`src/rtl/irq_timer.sv`:
```
// Memory-mapped 16-bit down-counting interrupt timer with a one-shot or periodic mode.
// Optional prescaler is built only when IRQ_TIMER_PRESCALE_EN is defined.
module irq_timer #(
    parameter logic [15:0] RESET_RELOAD = 16'hFFFF
) (
    input  logic       clk,
    input  logic       reset,
    input  logic [7:0] i_data,
    output logic [7:0] o_data,
    input  logic [2:0] addr,
    input  logic       cs,
    input  logic       rwb,
    output logic       irq
);
    localparam int unsigned DW = 8;
    localparam int unsigned CW = 16;

    localparam logic [2:0] A_RLO  = 3'd0;
    localparam logic [2:0] A_RHI  = 3'd1;
    localparam logic [2:0] A_CTRL = 3'd2;
    localparam logic [2:0] A_STAT = 3'd3;
    localparam logic [2:0] A_PRE  = 3'd4;
    localparam logic [2:0] A_CLO  = 3'd5;
    localparam logic [2:0] A_CHI  = 3'd6;

    logic [CW-1:0] r_reload;
    logic [CW-1:0] r_count;
    logic [2:0]    r_ctrl;      // {IE, PERIODIC, EN}
    logic          r_flag;
    logic [DW-1:0] r_snap_hi;
`ifdef IRQ_TIMER_PRESCALE_EN
    logic [DW-1:0] r_prescale;
    logic [DW-1:0] r_pcnt;
`endif

    logic w_we;
    logic w_re;
    logic w_start;
    logic w_tick;
    logic w_expire;
    logic w_flag_clr;

    always_comb begin
        w_we       = cs & ~rwb;
        w_re       = cs & rwb;
        w_start    = w_we && (addr == A_CTRL) && i_data[0] && !r_ctrl[0];
`ifdef IRQ_TIMER_PRESCALE_EN
        w_tick     = r_ctrl[0] && (r_pcnt == r_prescale);
`else
        w_tick     = r_ctrl[0];
`endif
        w_expire   = w_tick && (r_count == CW'(0));
        w_flag_clr = w_we && (addr == A_STAT) && i_data[0];
    end

    // All state advances on the falling edge of clk
    always_ff @(negedge clk or posedge reset) begin
        if (reset) begin
            r_reload   <= RESET_RELOAD;
            r_count    <= '0;
            r_ctrl     <= '0;
            r_flag     <= 1'b0;
            r_snap_hi  <= '0;
`ifdef IRQ_TIMER_PRESCALE_EN
            r_prescale <= '0;
            r_pcnt     <= '0;
`endif
        end else begin
            if (w_we) begin
                case (addr)
                    A_RLO:   r_reload[7:0]  <= i_data;
                    A_RHI:   r_reload[15:8] <= i_data;
                    A_CTRL:  r_ctrl         <= i_data[2:0];
`ifdef IRQ_TIMER_PRESCALE_EN
                    A_PRE:   r_prescale     <= i_data;
`endif
                    default: ;
                endcase
            end

            if (w_start) begin
                r_count <= r_reload;
`ifdef IRQ_TIMER_PRESCALE_EN
                r_pcnt  <= '0;
`endif
            end else if (r_ctrl[0]) begin
`ifdef IRQ_TIMER_PRESCALE_EN
                r_pcnt <= w_tick ? DW'(0) : r_pcnt + DW'(1);
`endif
                if (w_tick) begin
                    if (r_count != CW'(0)) begin
                        r_count <= r_count - CW'(1);
                    end else if (r_ctrl[1]) begin
                        r_count <= r_reload;
                    end else begin
                        // One-shot expiry disarms even if the CPU writes CTRL on this edge
                        r_ctrl[0] <= 1'b0;
                    end
                end
            end

            // A set on the expiry edge beats a simultaneous write-1-to-clear
            if (w_expire) begin
                r_flag <= 1'b1;
            end else if (w_flag_clr) begin
                r_flag <= 1'b0;
            end

            if (w_re && (addr == A_CLO)) begin
                r_snap_hi <= r_count[15:8];
            end
        end
    end

    always_comb begin
        o_data = '0;
        case (addr)
            A_RLO:   o_data = r_reload[7:0];
            A_RHI:   o_data = r_reload[15:8];
            A_CTRL:  o_data = {5'b0, r_ctrl};
            A_STAT:  o_data = {7'b0, r_flag};
`ifdef IRQ_TIMER_PRESCALE_EN
            A_PRE:   o_data = r_prescale;
`endif
            A_CLO:   o_data = r_count[7:0];
            A_CHI:   o_data = r_snap_hi;
            default: o_data = '0;
        endcase
    end

    assign irq = r_flag & r_ctrl[2];

endmodule

```
`config.mk`:
```
export PLATFORM = sky130hd
export DESIGN_NAME = irq_timer
export DESIGN_NICKNAME = d
export VERILOG_FILES = /design/src/rtl/irq_timer.sv
export SDC_FILE = /design/constraint.sdc
export NUM_CORES = 1
export LEC_CHECK = 0
export BUFFER_PORTS_ARGS = -buffer_cell sky130_fd_sc_hd__buf_2
export CORE_AREA = 2 2 78 73
export DETAILED_ROUTE_END_ITERATION = 10
export DIE_AREA = 0 0 80 75
export GPL_TIMING_DRIVEN = 0
export PLACE_DENSITY_LB_ADDON = 0.25
export SLEW_MARGIN = 25
export SYNTH_ARGS = -nofsm -noshare
export SYNTH_HDL_FRONTEND = slang
export SYNTH_SLANG_ARGS = --single-unit
```
`constraint.sdc`:
```
create_clock -name clk -period 5.9 [get_ports clk]
set_input_delay 0.59 -clock clk [delete_from_list [all_inputs] [get_ports clk]]
set_output_delay 0.59 -clock clk [all_outputs]
set_load 0.01 [all_outputs]
```
## Word level (Yosys, flattened, before mapping)

Index checks and enable logic that the tools add are counted.

- RAM bits: 0
- Register bits: 44
- Word-level logic and storage cells: 48
- Latch bits: 0
- Output and inout port bits: 9
- Memories kept: 0
- ROM bits: 0
- Bits of input ports: 15

- Multiply operators: 0
- Equal/unequal tests: 5
- Magnitude comparators: 0
- Multiplexer cells: 13
- Add/subtract/negate cells: 1
- Reduce and logical (&&, ||, !) cells: 18
- Shifts and indexed selects: 0
- Div/mod/pow operators: 0
- Bitwise gates (word level): 4

Operators by type and width:

| operator | number |
|---|---|
| 16-bit two-way mux | 4 |
| 8-bit one-hot mux with 6 select lines | 1 |
| 16-bit logical NOT | 1 |
| 16-bit nonzero test | 1 |
| 16-bit by 1-bit subtractor with 16-bit output, second input constant | 1 |
| 1-bit two-way mux | 8 |
| 2-bit AND reduction | 4 |
| 1-bit logical AND | 7 |
| 3-bit by 2-bit == test with 1-bit output, second input constant | 2 |
| 3-bit == test, second input constant | 2 |
| 2-bit nonzero test | 2 |
| 1-bit AND | 3 |
| 3-bit by 1-bit == test with 1-bit output, second input constant | 1 |
| 3-bit logical NOT | 1 |
| 3-bit nonzero test | 1 |
| 1-bit logical NOT | 1 |
| 1-bit inverter | 1 |

## Longest topological paths before layout

Gate-level depths: netlist of run 1.

- Depth in word-level cells: 7
- Gate-level depth with buffers: 8
- Mapped depth without buffers: 7

==> results of run 1 <==
==> cells in the final DEF, fill, tap and decap left out, drive strengths merged, types with 4 or more instances in the layout <==
master,count
o22a,4
nand4,6
and2,7
nor2,12
nor3,9
nor2b,4
o21ai,11
dfrtn,28
a22oi,4
nand2,18
a22o,6
clkbuf,10
buf,30
mux2,30
dfstp,16
mux2i,8
inv,22
a21oi,11
==> area by class of cell <==
cell class | instances | share of cell area
plain buffers | 12 | 0.02060
clock inverters | 19 | 0.03562
inverters | 5 | 0.006438
repair buffers | 23 | 0.04721
well taps | 67 | 0.02876
flip-flops and latches | 44 | 0.3846
clock buffers | 5 | 0.02361
multi-input cells | 178 | 0.4532
==> final timing paths <==
| path | cells past startpoint | endpoint | startpoint | slack [ns] |
|---|---|---|---|---|
| min in group asynchronous | 2 | r_count[12] | reset | 3.14 |
| max | 7 | r_count[8] | addr[0] | 0.66 |
| min reg2reg | 1 | r_snap_hi[5] | r_snap_hi[5] | 0.46 |
| min | 1 | r_snap_hi[5] | r_snap_hi[5] | 0.46 |
| max in group asynchronous | 3 | r_reload[0] | reset | 2.12 |
| max reg2reg | 7 | r_count[8] | r_count[0] | 3.10 |
==> stage by stage <==
step,utilization,setup WS (ns),hold WS [ns],std cells
floorplan,-,0.6014,0.4400,240
global placement,0.5300,0.4063,0.4472,329
detailed placement,0.5354,0.3840,0.4545,330
CTS,0.5683,0.6993,0.4594,353
global route,0.5683,0.5936,0.4769,353
finish,0.5683,0.6594,0.4587,353
==> worst max-delay path: cells and delay by family <==
family | cells | cell delay (ns)
simple gates | 2 | 0.70
buf+inv | 2 | 0.46
compound gates | 3 | 0.66
==> registers in the layout, summed over array words and instances, names as in the netlist <==
register	flops
r_count	16
r_ctrl	3
r_flag	1
r_reload	16
r_snap_hi	8
==> cell usage after synthesis, types with 3 or more instances <==
| master | count |
|---|---|
| a21oi_1 | 10 |
| o22a_1 | 4 |
| dfrtn_1 | 28 |
| nor3_1 | 8 |
| nand3_1 | 3 |
| nand4_1 | 6 |
| mux2_1 | 4 |
| a221o_1 | 3 |
| a32oi_1 | 3 |
| a22oi_1 | 4 |
| o21ai_1 | 5 |
| and2_1 | 7 |
| a22o_1 | 6 |
| dfstp_2 | 16 |
| inv_1 | 6 |
| nor2_1 | 12 |
| nand3b_1 | 3 |
| o21ai_0 | 6 |
| nand2_1 | 18 |
| clkbuf_1 | 5 |
| mux2i_1 | 8 |
| nor2b_1 | 4 |
| buf_2 | 3 |
| mux2_2 | 26 |
==> metal layers <==
metal,share of wire,vias to the layer above,routed length (um),track usage
met5,0,-,0,0
met4,0.014,0,93,0.09228
met3,0.068,9,440,0.03717
met2,0.45,91,2938,0.3454
met1,0.47,1054,3022,0.3559
li1,-,1003,-,-
==> report_power, final <==
part	internal (W)	leakage [nW]	switching [W]
Combinational	0.000122	0.618	0.000143
Sequential	0.000401	0.517	0.0000985
Clock	0.000141	0.140	0.000135
==> logic make-up (layout without fill, tap and decap cells) <==
family                   after synthesis  in the layout
buffers and inverters                 18             64
flip-flops                            44             44
multiplexers                          38             38
AND/OR/NAND/NOR                       74             74
adder cells (fa/ha/maj)                2              2
AO/OA/AOI/OAI                         64             64
==> Implementation_results.wiki, run 1 <==
{| class="wikitable"
! Metric !! Value
|-
| Number of enable-type register cells in the synthesized netlist || 0
|-
| Highest cell delay on the worst timing path || 0.55 ns
|-
| Post-synth top area cell || dfrtn_1
|-
| Combined area of all synthesized cells || 2525 um^2
|-
| Antenna diodes || 0
|-
| Fraction of the yosys area taken by sequential cells || 0.4440
|-
| Cell leakage power || 1.276 nW
|-
| Final clock skew || 0.05817 ns
|-
| Max-Slew Margin vs Limit || 0.5376
|-
| Count of state elements after synthesis || 44
|-
| Root buf cell || clkbuf_8
|-
| # H-tree levels || 2
|-
| Sequential Area || 1121 um^2
|-
| Most frequently used flop master after synthesis || dfrtn_1
|-
| Post-Synthesis Cells || 240
|-
| Growth of design area from synthesis to finish || 15.46%
|-
| Required time at the worst-slack endpoint || 3.07 ns
|-
| Initial Utilization || 0.4922
|-
| Largest family of logic cells by synthesized area || compound AO/OA/AOI/OAI gates
|-
| Class of the tightest hold or removal check || reg -> reg
|-
| RSZ-0062 raised after global routing || no
|-
| Congestion Overflow GR || 0
|-
| Number of library cell types mapped by synthesis || 54
|-
| Slowest cell on crit path || or4b_4
|-
| Maximum number of pins on one net before global-route repair || 25
|-
| Startpoint kind of the worst setup timing path || input port
|-
| Area of all placed cells without fillers || 2915 um^2
|-
| Total Nets Final || 302
|-
| Clock net sink count || 44
|-
| Ports || 24
|-
| Placeable core region || 5130 um^2
|-
| Post-synth ARST share || 1.000
|-
| Number of buffers created by CTS || 5
|-
| Maximum ir drop on the vdd rail || 0.2146 mV
|-
| Detailed-placement wirelength estimate || 4.726 mm
|-
| Global-route wire length before repair || 10.56 mm
|-
| Clock latency of the later-clocked register in the worst-skew pair || 0.36 ns
|-
| DP Area || 2746 um^2
|-
| Vias after detailed routing || 2,157
|-
| Syn Nets || 257
|-
| Synth Area in XOR/XNOR || 0
|-
| Compound-cell area share of the yosys netlist || 0.1883
|-
| Count of cells resized by post-cts repair || 0
|-
| Total Wirelength || 6.494 mm
|-
| Syn avg cell area || 10.52 um^2
|-
| Horizontal extent of the die || 80 um
|-
| Clock tree from TritonCTS || done
|-
| Status || completed
|-
| Layout cells sized above 1 || 0.3007
|-
| Hold-fix buffers at CTS || 0
|-
| Routed Antenna Nets || 0
|-
| Total of endpoints with negative setup slack in the final report || 0
|-
| Die area || 6000 um^2
|-
| Last weighted congestion value of the routability-driven placer || 0.9019
|-
| WL per Instance || 18.40 um
|-
| Synth top area cells || dfrtn_1 (28%), dfstp_2 (17%), mux2_2 (12%)
|-
| Number of warnings reported in the yosys synthesis log || 0
|-
| Clock transition at the register clock pins on the worst setup and hold paths after CTS || 0.06 ns
|-
| Number of antenna violations at the first check in global routing || 0
|-
| Fraction of the mapped netlist area in adder cells || 0.009911
|-
| Via count of the first global-routing pass || 2,036
|-
| Simple-gate share of the synthesized area || 0.1596
|-
| Yosys top cell area share || 0.2775
|-
| Series of cell instances along the critical path || buf_2 -> or4b_4 -> o311ai_2 -> o22ai_1 -> clkbuf_1 -> nand2_1 -> o221ai_1
|-
| Port Buffer Count || 22
|-
| Largest fanout of any net on the critical path || 10
|-
| GRT Resource Usage Total || 0.2369
|-
| Iteration-0 DRC Markers || 220
|-
| Power Dens Cells || 357.0 nW/um^2
|-
| Final-layout fill cell count || 461
|-
| Cell Rows || 25
|-
| Final-report max-slew violation count || 0
|-
| Data arrival time of the worst path || 2.41 ns
|-
| DRC violations left || 0
|-
| Maximum root-to-sink buffer count || 2
|-
| Post-CTS Repair Setup Buffers || 0
|-
| Endpoint kind of the worst setup timing path || flop
|-
| Vias/cell || 6.110
|-
| Combined area of the multi-input logic cells || 1321 um^2
|-
| Sum of negative setup slack || 0 ns
|-
| Final Total Pwr || 0.001041 W
|-
| Initial DRT Pass Iterations || 5
|-
| Final count of hold timing violations || 0
|-
| Max-capacitance violation count || 0
|-
| Multiplexer share of the synthesized area || 0.1655
|-
| Die boundary height || 75 um
|-
| Transition at the pin with the smallest max-transition slack || 0.6910 ns
|-
| Type of the worst setup path || in -> reg
|}
Power figures use the tool's default switching activity.
==> run 2: changes to the inputs <==
- CORE_AREA: 2 2 78 73 -> 2 2 95 61
- DIE_AREA: 0 0 80 75 -> 0 0 97 63
==> Implementation_results.wiki, run 2 (synthesized netlist as in run 1, its figures left out) <==
{| class="wikitable"
! Metric !! Value
|-
| Final count of hold timing violations || 0
|-
| Biggest registers after layout || r_count x16, r_reload x16, r_snap_hi x8
|-
| Congestion Overflow GR || 0
|-
| Final-report max-slew violation count || 0
|-
| Total Nets Final || 302
|-
| Clock tree from TritonCTS || done
|-
| Initial DRT Pass Iterations || 5
|-
| Worst flop-to-flop path startpoint || r_count[0]
|-
| Post-route insts no fill || 355
|-
| Count of cells resized by post-cts repair || 0
|-
| Total Wirelength || 6.878 mm
|-
| Most common library cell in the layout ignoring fill and taps || dfrtn_1
|-
| Status || completed
|-
| Layout cells sized above 1 || 0.3007
|-
| Startpoint of the most critical hold path || r_snap_hi[3]
|-
| # H-tree levels || 2
|-
| Iteration-0 DRC Markers || 202
|-
| Clock transition at the register clock pins on the worst setup and hold paths after CTS || 0.06 ns
|-
| Power Dens Cells || 364.1 nW/um^2
|-
| Vias after detailed routing || 2,156
|-
| Root buf cell || clkbuf_8
|-
| Highest cell delay on the worst timing path || 0.48 ns
|-
| Initial Utilization || 0.4781
|-
| Class of the tightest hold or removal check || reg -> reg
|-
| Cell count after placement || 332
|-
| Clock net sink count || 44
|-
| Number of buffers created by CTS || 5
|-
| Total of endpoints with negative setup slack in the final report || 0
|-
| Placeable core region || 5281 um^2
|-
| GRT Resource Usage Total || 0.2333
|-
| Die area || 6111 um^2
|-
| Maximum root-to-sink buffer count || 2
|-
| Required time at the worst-slack endpoint || 5.31 ns
|-
| Detailed-placement wirelength estimate || 5.069 mm
|-
| Max-Slew Margin vs Limit || 0.5444
|-
| Largest fanout of any net on the critical path || 10
|-
| Global-route wire length before repair || 11.00 mm
|-
| Cell leakage power || 1.277 nW
|-
| Cell Rows || 21
|-
| Transition at the pin with the smallest max-transition slack || 0.6782 ns
|-
| Ports || 24
|-
| Vias/cell || 6.073
|-
| Number of antenna violations at the first check in global routing || 0
|-
| Startpoint kind of the worst setup timing path || flop
|-
| DRC violations left || 0
|-
| Horizontal extent of the die || 97 um
|-
| Clock latency of the later-clocked register in the worst-skew pair || 0.37 ns
|-
| Via count of the first global-routing pass || 1,960
|-
| Maximum number of pins on one net before global-route repair || 28
|-
| Sum of negative setup slack || 0 ns
|-
| Crit path buf inv count || 2
|-
| Final clock skew || 0.06396 ns
|-
| Type of the worst setup path || reg -> out
|-
| Max-capacitance violation count || 0
|-
| Last weighted congestion value of the routability-driven placer || 0.9224
|-
| Endpoint kind of the worst setup timing path || primary output
|-
| Post-CTS Repair Setup Buffers || 0
|-
| Hold-fix buffers at CTS || 0
|-
| WL per Instance || 19.37 um
|-
| Die boundary height || 63 um
|-
| Data arrival time of the worst path || 4.64 ns
|-
| Slowest cell on crit path || dfrtn_1
|-
| Commonest cells after routing, fill and taps aside || dfrtn_1 (28), mux2_2 (26), buf_2 (25)
|-
| Series of cell instances along the critical path || clkbuf_1 -> a22oi_1 -> o22ai_1 -> buf_2
|-
| Growth of design area from synthesis to finish || 15.41%
|-
| Maximum ir drop on the vdd rail || 0.1625 mV
|-
| Antenna diodes || 0
|-
| Port Buffer Count || 22
|-
| RSZ-0062 raised after global routing || no
|-
| Worst setup path startpoint || r_ctrl[0]
|-
| Routed Antenna Nets || 0
|-
| Cell family with most CP delay || buffers and inverters
|}
[run 2: report_power, final]
part,leakage [nW],switching [W],internal (W),total [W]
sequential,0.517,0.000106,0.000401,0.000507
combinational,0.615,0.000147,0.000121,0.000268
clock,0.144,0.000143,0.000143,0.000286
total,1.28,0.000395,0.000666,0.00106
[run 2: stage by stage]
stage | utilization | setup WS [ns] | area [um^2] | power (W) | hold WS (ns)
2_1_floorplan | - | 0.6014 | 2525 | 0.0006800 | 0.4400
3_3_place_gp | 0.5153 | 0.4107 | 2721 | 0.0007759 | 0.4499
3_5_place_dp | 0.5191 | 0.3627 | 2741 | 0.0007867 | 0.4541
4_1_cts | 0.5518 | 0.6993 | 2914 | 0.001056 | 0.4547
5_1_grt | 0.5518 | 0.5866 | 2914 | 0.001123 | 0.4603
6_report | 0.5518 | 0.6687 | 2914 | 0.001061 | 0.4517
[run 2: per-layer routing]
metal	vias up	GRT usage	wire length (um)
met5	-	0	0
met4	0	0.04930	51
met3	8	0.05481	477
li1	997	-	-
met1	1071	0.3826	3634
met2	80	0.3030	2715
[run 2: final timing paths]
path / to / slack, ns / depth (start not counted)
max: o_data[0] / 0.67 / 4
min: r_snap_hi[3] / 0.45 / 1
max reg2reg: r_count[8] / 3.12 / 7
min reg2reg: r_snap_hi[3] / 0.45 / 1
max in group asynchronous: r_reload[12] / 2.18 / 3
min in group asynchronous: r_ctrl[1] / 3.10 / 2
[run 2: area by class of cell]
cell class	instances	area, um^2
buffer	12	60.06
clock buffer	5	68.82
clock inverter	19	107.6
fill	477	2367
inverter	5	18.77
multi-input combinational	178	1321
sequential	44	1121
tap	69	86.33
timing repair buffer	23	130.1
